## config.mk

```make
export PLATFORM = sky130hd
export DESIGN_NAME = hazard_scoreboard
export DESIGN_NICKNAME = d
export VERILOG_FILES = /design/src/rtl/hazard_scoreboard.sv
export SDC_FILE = /design/constraint.sdc
export NUM_CORES = 1
export LEC_CHECK = 0
export BUFFER_PORTS_ARGS = -buffer_cell sky130_fd_sc_hd__buf_2
export CAP_MARGIN = 15
export CORE_ASPECT_RATIO = 1.1
export CORE_MARGIN = 3
export CORE_UTILIZATION = 40
export CTS_CLUSTER_SIZE = 10
export DETAILED_ROUTE_END_ITERATION = 10
export GPL_TIMING_DRIVEN = 0
export PLACE_DENSITY_LB_ADDON = 0.1
export SYNTH_ARGS = -nofsm -noshare
export SYNTH_HDL_FRONTEND = slang
export SYNTH_SLANG_ARGS = --single-unit
```

## constraint.sdc

```tcl
create_clock -name clk -period 3.6 [get_ports clk]
set_input_delay 0.72 -clock clk [delete_from_list [all_inputs] [get_ports clk]]
set_output_delay 0.72 -clock clk [all_outputs]
set_load 0.1 [all_outputs]
```

## src/rtl/hazard_scoreboard.sv

```systemverilog
// Decode-stage issue controller for the LC-3b pipeline: tracks in-flight register
// and CC writes, detects RAW/saturation/control hazards and drives stall/bubble/issue.
module hazard_scoreboard #(
    parameter int unsigned CNT_W  = 2,
    parameter int unsigned PERF_W = 16
) (
    input  logic              clk,
    input  logic              reset_n,
    input  logic              dec_valid,
    input  logic [2:0]        dec_src1,
    input  logic [2:0]        dec_src2,
    input  logic              dec_src1_used,
    input  logic              dec_src2_used,
    input  logic [2:0]        dec_dest,
    input  logic              dec_wr_reg,
    input  logic              dec_wr_cc,
    input  logic              dec_rd_cc,
    input  logic              dec_is_ctrl,
    input  logic              wb_valid,
    input  logic [2:0]        wb_dest,
    input  logic              wb_wr_reg,
    input  logic              wb_wr_cc,
    input  logic              mem_stall,
    input  logic              ctrl_resolved,
    output logic              issue,
    output logic              bubble,
    output logic              stall_decode,
    output logic              stall_fetch,
    output logic [7:0]        busy_mask,
    output logic              cc_busy,
    output logic [PERF_W-1:0] stall_cycles
);

    localparam int unsigned NUM_REGS = 8;
    localparam logic [CNT_W-1:0] CNT_MAX = '1;

    typedef enum logic [0:0] {RUN, CTRL_WAIT} state_t;

    state_t                            state_q, state_d;
    logic [NUM_REGS-1:0][CNT_W-1:0]    reg_cnt_q, reg_cnt_d;
    logic [CNT_W-1:0]                  cc_cnt_q, cc_cnt_d;
    logic [PERF_W-1:0]                 stall_cycles_q, stall_cycles_d;

    logic raw_hz;
    logic sat_hz;
    logic stall_event;

    // Hazards are evaluated against pre-writeback counts (no regfile write-through).
    always_comb begin
        raw_hz = (dec_src1_used && (reg_cnt_q[dec_src1] != '0)) ||
                 (dec_src2_used && (reg_cnt_q[dec_src2] != '0)) ||
                 (dec_rd_cc     && (cc_cnt_q != '0));
        sat_hz = (dec_wr_reg && (reg_cnt_q[dec_dest] == CNT_MAX)) ||
                 (dec_wr_cc  && (cc_cnt_q == CNT_MAX));
        issue        = dec_valid && (state_q == RUN) && !mem_stall && !raw_hz && !sat_hz;
        bubble       = !issue && !mem_stall;
        stall_decode = (dec_valid && !issue) || mem_stall;
        stall_fetch  = stall_decode || (state_q == CTRL_WAIT);
        stall_event  = dec_valid && !mem_stall && (raw_hz || sat_hz || (state_q == CTRL_WAIT));
    end

    // Pending counters: simultaneous issue and retire on one destination cancel out.
    always_comb begin
        logic inc;
        logic dec;
        reg_cnt_d = reg_cnt_q;
        cc_cnt_d  = cc_cnt_q;
        for (int unsigned i = 0; i < NUM_REGS; i++) begin
            inc = issue && dec_wr_reg && (dec_dest == 3'(i));
            dec = wb_valid && wb_wr_reg && (wb_dest == 3'(i));
            if (inc && !dec) begin
                reg_cnt_d[i] = reg_cnt_q[i] + CNT_W'(1);
            end else if (dec && !inc && (reg_cnt_q[i] != '0)) begin
                reg_cnt_d[i] = reg_cnt_q[i] - CNT_W'(1);
            end
        end
        inc = issue && dec_wr_cc;
        dec = wb_valid && wb_wr_cc;
        if (inc && !dec) begin
            cc_cnt_d = cc_cnt_q + CNT_W'(1);
        end else if (dec && !inc && (cc_cnt_q != '0)) begin
            cc_cnt_d = cc_cnt_q - CNT_W'(1);
        end
    end

    // Control-transfer FSM and saturating stall counter.
    always_comb begin
        state_d        = state_q;
        stall_cycles_d = stall_cycles_q;
        case (state_q)
            RUN:       if (issue && dec_is_ctrl) state_d = CTRL_WAIT;
            CTRL_WAIT: if (ctrl_resolved)        state_d = RUN;
            default:                             state_d = RUN;
        endcase
        if (stall_event && (stall_cycles_q != '1)) begin
            stall_cycles_d = stall_cycles_q + PERF_W'(1);
        end
    end

    always_ff @(posedge clk or negedge reset_n) begin
        if (!reset_n) begin
            state_q        <= RUN;
            reg_cnt_q      <= '0;
            cc_cnt_q       <= '0;
            stall_cycles_q <= '0;
        end else begin
            state_q        <= state_d;
            reg_cnt_q      <= reg_cnt_d;
            cc_cnt_q       <= cc_cnt_d;
            stall_cycles_q <= stall_cycles_d;
        end
    end

    always_comb begin
        busy_mask = '0;
        for (int unsigned i = 0; i < NUM_REGS; i++) begin
            busy_mask[i] = (reg_cnt_q[i] != '0);
        end
    end

    assign cc_busy      = (cc_cnt_q != '0);
    assign stall_cycles = stall_cycles_q;

endmodule

```

; Word level (Yosys, flattened, before mapping)
; Cells that the tools add are included.
[totals]
latch_bits = 0
reg_bits = 35
mem_bits_ro = 0
mem_count = 0
in_bits = 26
word_cells = 191
out_inout_bits = 29
ramBits = 0
[classes]
div = 0
n_shift = 0
n_mux = 27
n_lt_le_gt_ge = 3
reduce_logical = 113
eq_ne = 17
mul = 0
bitwise = 1
addsub = 19
[ops]
columns = operator, count
row1 = $logic_and A1 B1 Y1, 62
row2 = $mux W2, 21
row3 = $reduce_bool A2 Y1, 20
row4 = $eq A3 B3 Y1 const B, 8
row5 = $logic_not A1 Y1, 22
row6 = $add A2 B1 Y2 const B, 9
row7 = $bmux W2 S3, 3
row8 = $sub A2 B1 Y2 const B, 9
row9 = $add A16 B1 Y16 const B, 1
row10 = $ne A16 B16 Y1 const B, 1
row11 = $eq A3 B2 Y1 const B, 4
row12 = $lt A3 B4 Y1 const B, 3
row13 = $logic_or A1 B1 Y1, 7
row14 = $eq A3 B1 Y1 const B, 2
row15 = $logic_not A3 Y1, 2
row16 = $eq A2 B2 Y1 const B, 2
row17 = $mux W1, 2
row18 = $pmux W1 S2, 1
row19 = $not A1 Y1, 1

; Logic depth before layout (Yosys ltp)
[logic_depth]
depth_word = 16
mapped_depth = 8
depth_no_buf = 6

; Worst setup path after synthesis
; OpenSTA, ideal clock, no wires.
[synth_path]
kind = input-to-output
startpoint = input dec_wr_cc
endpoint = output bubble
setup_slack_ns = -0.750
cell_stages = 5
arrival_ns = 3.630
t_required_ns = 2.880
path_buffers = 0
cell_sequence = a21o_1 -> a221oi_2 -> o2111ai_4 -> a2111oi_4 -> nor2_1
[synth_via]
elab_chain_len = 6
[synth_lines]
columns = element, line
row1 = "start, declared", 16  ; input logic dec_wr_cc,
row2 = $logic_and A1 B1 Y1, 54  ; (dec_wr_cc && (cc_cnt_q == CNT_MAX));
row3 = $logic_or A1 B1 Y1, 53  ; sat_hz = (dec_wr_reg && (reg_cnt_q[dec_dest] == CNT_MAX)) ||
row4 = $logic_not A1 Y1, 55  ; issue = dec_valid && (state_q == RUN) && !mem_stall && !raw_hz && !sat_hz;
row5 = $logic_and A1 B1 Y1, 55
row6 = net issue, 25  ; output logic issue,
row7 = $logic_not A1 Y1, 56  ; bubble = !issue && !mem_stall;
row8 = $logic_and A1 B1 Y1, 56
row9 = "end, declared", 26  ; output logic bubble,
; The timed path passes the listed nets, and every way through them passes these cells.

; Worst setup path in the final report
[layout_path]
startpoint = register reg_cnt_q[8] in the netlist's numbering
endpoint = output stall_fetch
[layout_via]
elab_chain_len = 13
word_cells_on_any_way = 23
cone_classes = eq/ne (1) / mux (6) / reduce/logical (16)
[layout_lines]
columns = element, line
row1 = "start, declared", 40  ; logic [NUM_REGS-1:0][CNT_W-1:0] reg_cnt_q, reg_cnt_d;
row2 = "start signal, assigned", 108  ; reg_cnt_q <= reg_cnt_d;
row3 = "$bmux W2 S3, on equally long branches", "50, 51"
row4 = "$mux W2, on equally long branches", "50, 51"
row5 = "$reduce_bool A2 Y1, on equally long branches", "50, 51"
row6 = "$logic_and A1 B1 Y1, on equally long branches", "50, 51"
row7 = $logic_or A1 B1 Y1, 50  ; raw_hz = (dec_src1_used && (reg_cnt_q[dec_src1] != '0)) ||
row8 = $logic_or A1 B1 Y1, 51  ; (dec_src2_used && (reg_cnt_q[dec_src2] != '0)) ||
row9 = $logic_not A1 Y1, 55
row10 = $logic_and A1 B1 Y1, 55
row11 = $logic_and A1 B1 Y1 (*), 55
row12 = $logic_not A1 Y1 (*), 57  ; stall_decode = (dec_valid && !issue) || mem_stall;
row13 = $logic_and A1 B1 Y1 (*), 57
row14 = $logic_or A1 B1 Y1 (*), 57
row15 = $logic_or A1 B1 Y1 (*), 58  ; stall_fetch = stall_decode || (state_q == CTRL_WAIT);
row16 = "end, declared", 28  ; output logic stall_fetch,
; Mark *: on every way between the ends. The rest lies on a longest branch, timed or not. The select of a mux whose other input is x is not followed.

==> reports/metrics.yaml <==
critical_path:
  crit_start: "reg_cnt_q[8]"
  setup.worst_path.class: "flip-flop to output pin"
  path_max_fanout: 8
  crit_slowest_cell: "mux4_2"
  critPathBufInv: 1
  cp_top_family: "multiplexers"
  path_cells: "nor2_1, mux4_2, mux2_4, o211ai_4, a21o_2, nand2b_2, buf_2"
  crit_arrival_ns: 2.75
  end_kind: "output pin"
  cp_slowest_stage_delay_ns: 0.52
  cp.required_ns: 2.88
  timing.rr.start: "cc_cnt_q[0]"
  start_kind: "flip-flop"
final_layout:
  num-nets-final: 368
  final_util: 0.4930
  areaGrowthSynthToFinish_pct: 18.20
  diodes: 0
  fin_cells: 422
  drive_above_1_share: 0.2865
  fillers: 668
  multi_input_area_sq_mm: 0.001619
  seqCellArea_sq_um: 875.8
drt:
  drt_iter0_markers: 150
  wl_per_cell_um: 15.88
  antenna_left: 0
  drt_drc_violations_left: 0
  wl_um: 6702
  vias_per_cell: 5.595
  drtPass1Iterations: 4
  vias: 2361
logic_synthesis:
  synth_edf_count: 0
  ys_types: 56
  ys_seq_area_frac: 0.3370
  syn_avg_cell_area_sq_um: 9.281
  synth_area_leader_cell: "dfrtp_1"
  synth_common_cells: "dfrtp_1 (35), nor2_1 (31), nand2_1 (28), nand3_1 (17), xnor2_1 (15)"
  yosysMostFrequentCell: "dfrtp_1"
  ys.warnings.count: 0
  postSynth.asyncResetShare: 1.000
  syn_inst: 280
  syn-num-nets: 307
  synth_top_area_share: 0.3370
  synth.cell_area_sq_mm: 0.002599
  synth_area_leaders: "dfrtp_1 (34%), xnor2_1 (5.1%), nor2_1 (4.5%)"
  ys.flop_type: "dfrtp_1"
  ys_seq_elements: 35
global_route:
  overflow: 0
  grt_pass1_vias: 2386
  grt_first_pass_wirelength_um: 11630
  grt_usage: 0.1895
  antenna_found_initial: 0
  grt_max_degree: 36
timing:
  setup_viol: 0
  period_minus_slack_ns: 3.472
  timing_hold_violations_final: 0
  fin_skew_ns: 0.008667
  hold_slack_ns: 0.4936
  final_max_slew_viol_count: 0
  grt_setup_unrepaired: "no"
  slew-limit-headroom: 0.4598
  finalCritPeriodShare: 0.9644
  fmax_mhz: 288.0
  tightest_slew_ns: 0.8103
clocking:
  cts_post_setup_buffers_inserted: 0
  clk_latency_ns: 0.29
  clkTransAtPathRegs_ns: 0.08
  cts_max_level: 2
  clock-root-buffer: "clkbuf_8"
  cts_buffers: 5
  cts_tree: "built"
  clock-sinks: 35
  cts_resized: 0
  cts_buffer_depth: 2
  hold_buffers: 0
power:
  power_density_mw_per_mm2: 628.9
  p_total_w: 0.001932
  power_leakage_nw: 1.308
  vdd_drop_max_v: 0.0005601
die:
  start_util: 0.4171
  die_area_sq_mm: 0.007501
  die_h_um: 90.54
  core-area_sq_mm: 0.006231
  rows: 30
  die_w_um: 82.85
  pin_count: 55
run:
  cap_violations: 0
placement:
  placed_cells: 414
  dpl.hpwl_um: 4999
  portBuffers: 54
  place.gp.congestion: 0.8393
outcome:
  status: "finished, final reports clean"
worst_hold_path:
  min_from: "stall_cycles[8]"
  min_path_type: "flip-flop to flip-flop"
through the flow:
stage | instance area, sq um | setup TNS, ns | worst slack [ns]
floorplan | 2603 | -0.6670 | -0.6670
global placement | 2973 | 0 | 0.1395
detailed placement | 2973 | 0 | 0.1379
CTS | 3072 | 0 | 0.1066
global route | 3072 | 0 | 0.009906
finish | 3072 | 0 | 0.1281
per-layer routing:
| layer | GRT usage | up-vias | part of all wire |
|---|---|---|---|
| li1 | - | 1164 | - |
| met1 | 0.2632 | 1115 | 0.46 |
| met2 | 0.2955 | 76 | 0.46 |
| met3 | 0.03467 | 6 | 0.070 |
| met4 | 0.06676 | 0 | 0.012 |
| met5 | 0 | - | 0 |
cell families (layout without fill, tap and decap cells):
kind of cell	after synthesis	count (layout)	synth area share
AO/OA/AOI/OAI	56	56	0.2109
XOR/XNOR	19	19	0.06403
adder cells (fa/ha/maj)	1	1	0.004814
AND/OR/NAND/NOR	140	140	0.2797
flip-flops	35	35	0.3370
buffers and inverters	21	83	0.04140
multiplexers	8	8	0.06211
layout by cell type (no fill, tap or decap), types with 3 or more instances in the layout:
cell type  count
nand3_1       17
nor2_1        31
nand3_2        6
or3_1          3
clkbuf_8       6
a31oi_1        6
and2_1         3
a21oi_1        4
o31ai_1        3
and3_1        13
nand3b_1       6
xnor2_1       15
a21o_1         3
nand4_1        6
a2bb2oi_1      5
nand2_1       28
a31o_1         8
inv_1         14
nor3_1        11
xor2_1         4
dfrtp_1       35
a2111oi_2      4
buf_2         56
nand2b_1       5
mux4_2         5
cell type report:
| class | instances | area share |
|---|---|---|
| multi-input combinational | 224 | 0.5271 |
| sequential | 35 | 0.2851 |
| timing repair buffer | 54 | 0.08798 |
| tap | 80 | 0.03259 |
| clock buffer | 6 | 0.02688 |
| buffer | 7 | 0.01792 |
| inverter | 14 | 0.01711 |
| clock inverter | 2 | 0.005295 |
flip-flops by register name, indices dropped and copies added, names as in the netlist:
name / cells
cc_cnt_q: 2
reg_cnt_q: 16
stall_cycles: 16
state_q: 1
worst reg2reg max path, delay by kind of cell, from the launching register on:
kind	cells	cell delay (ns)
flops	1	0.46
simple gates	2	0.65
buf+inv	1	0.34
compound gates	4	1.02
path summary, 6_finish.rpt:
check	to	slack, ns	depth (start not counted)
setup / recovery	stall_fetch	0.13	7
hold / removal	stall_cycles[8]	0.49	1
setup reg to reg	reg_cnt_q[15]	1.04	7
hold reg to reg	stall_cycles[8]	0.49	1
max in group asynchronous	reg_cnt_q[1]	2.57	1
min in group asynchronous	reg_cnt_q[9]	0.51	1
report_power, final:
part / leakage [nW] / switching [W] / internal, W / total (W)
clock: 0.0474 / 0.000160 / 0.000156 / 0.000316
combinational: 0.819 / 0.000766 / 0.000266 / 0.00103
sequential: 0.441 / 0.000108 / 0.000476 / 0.000584
No activity file was read; power rests on OpenSTA's default activity.
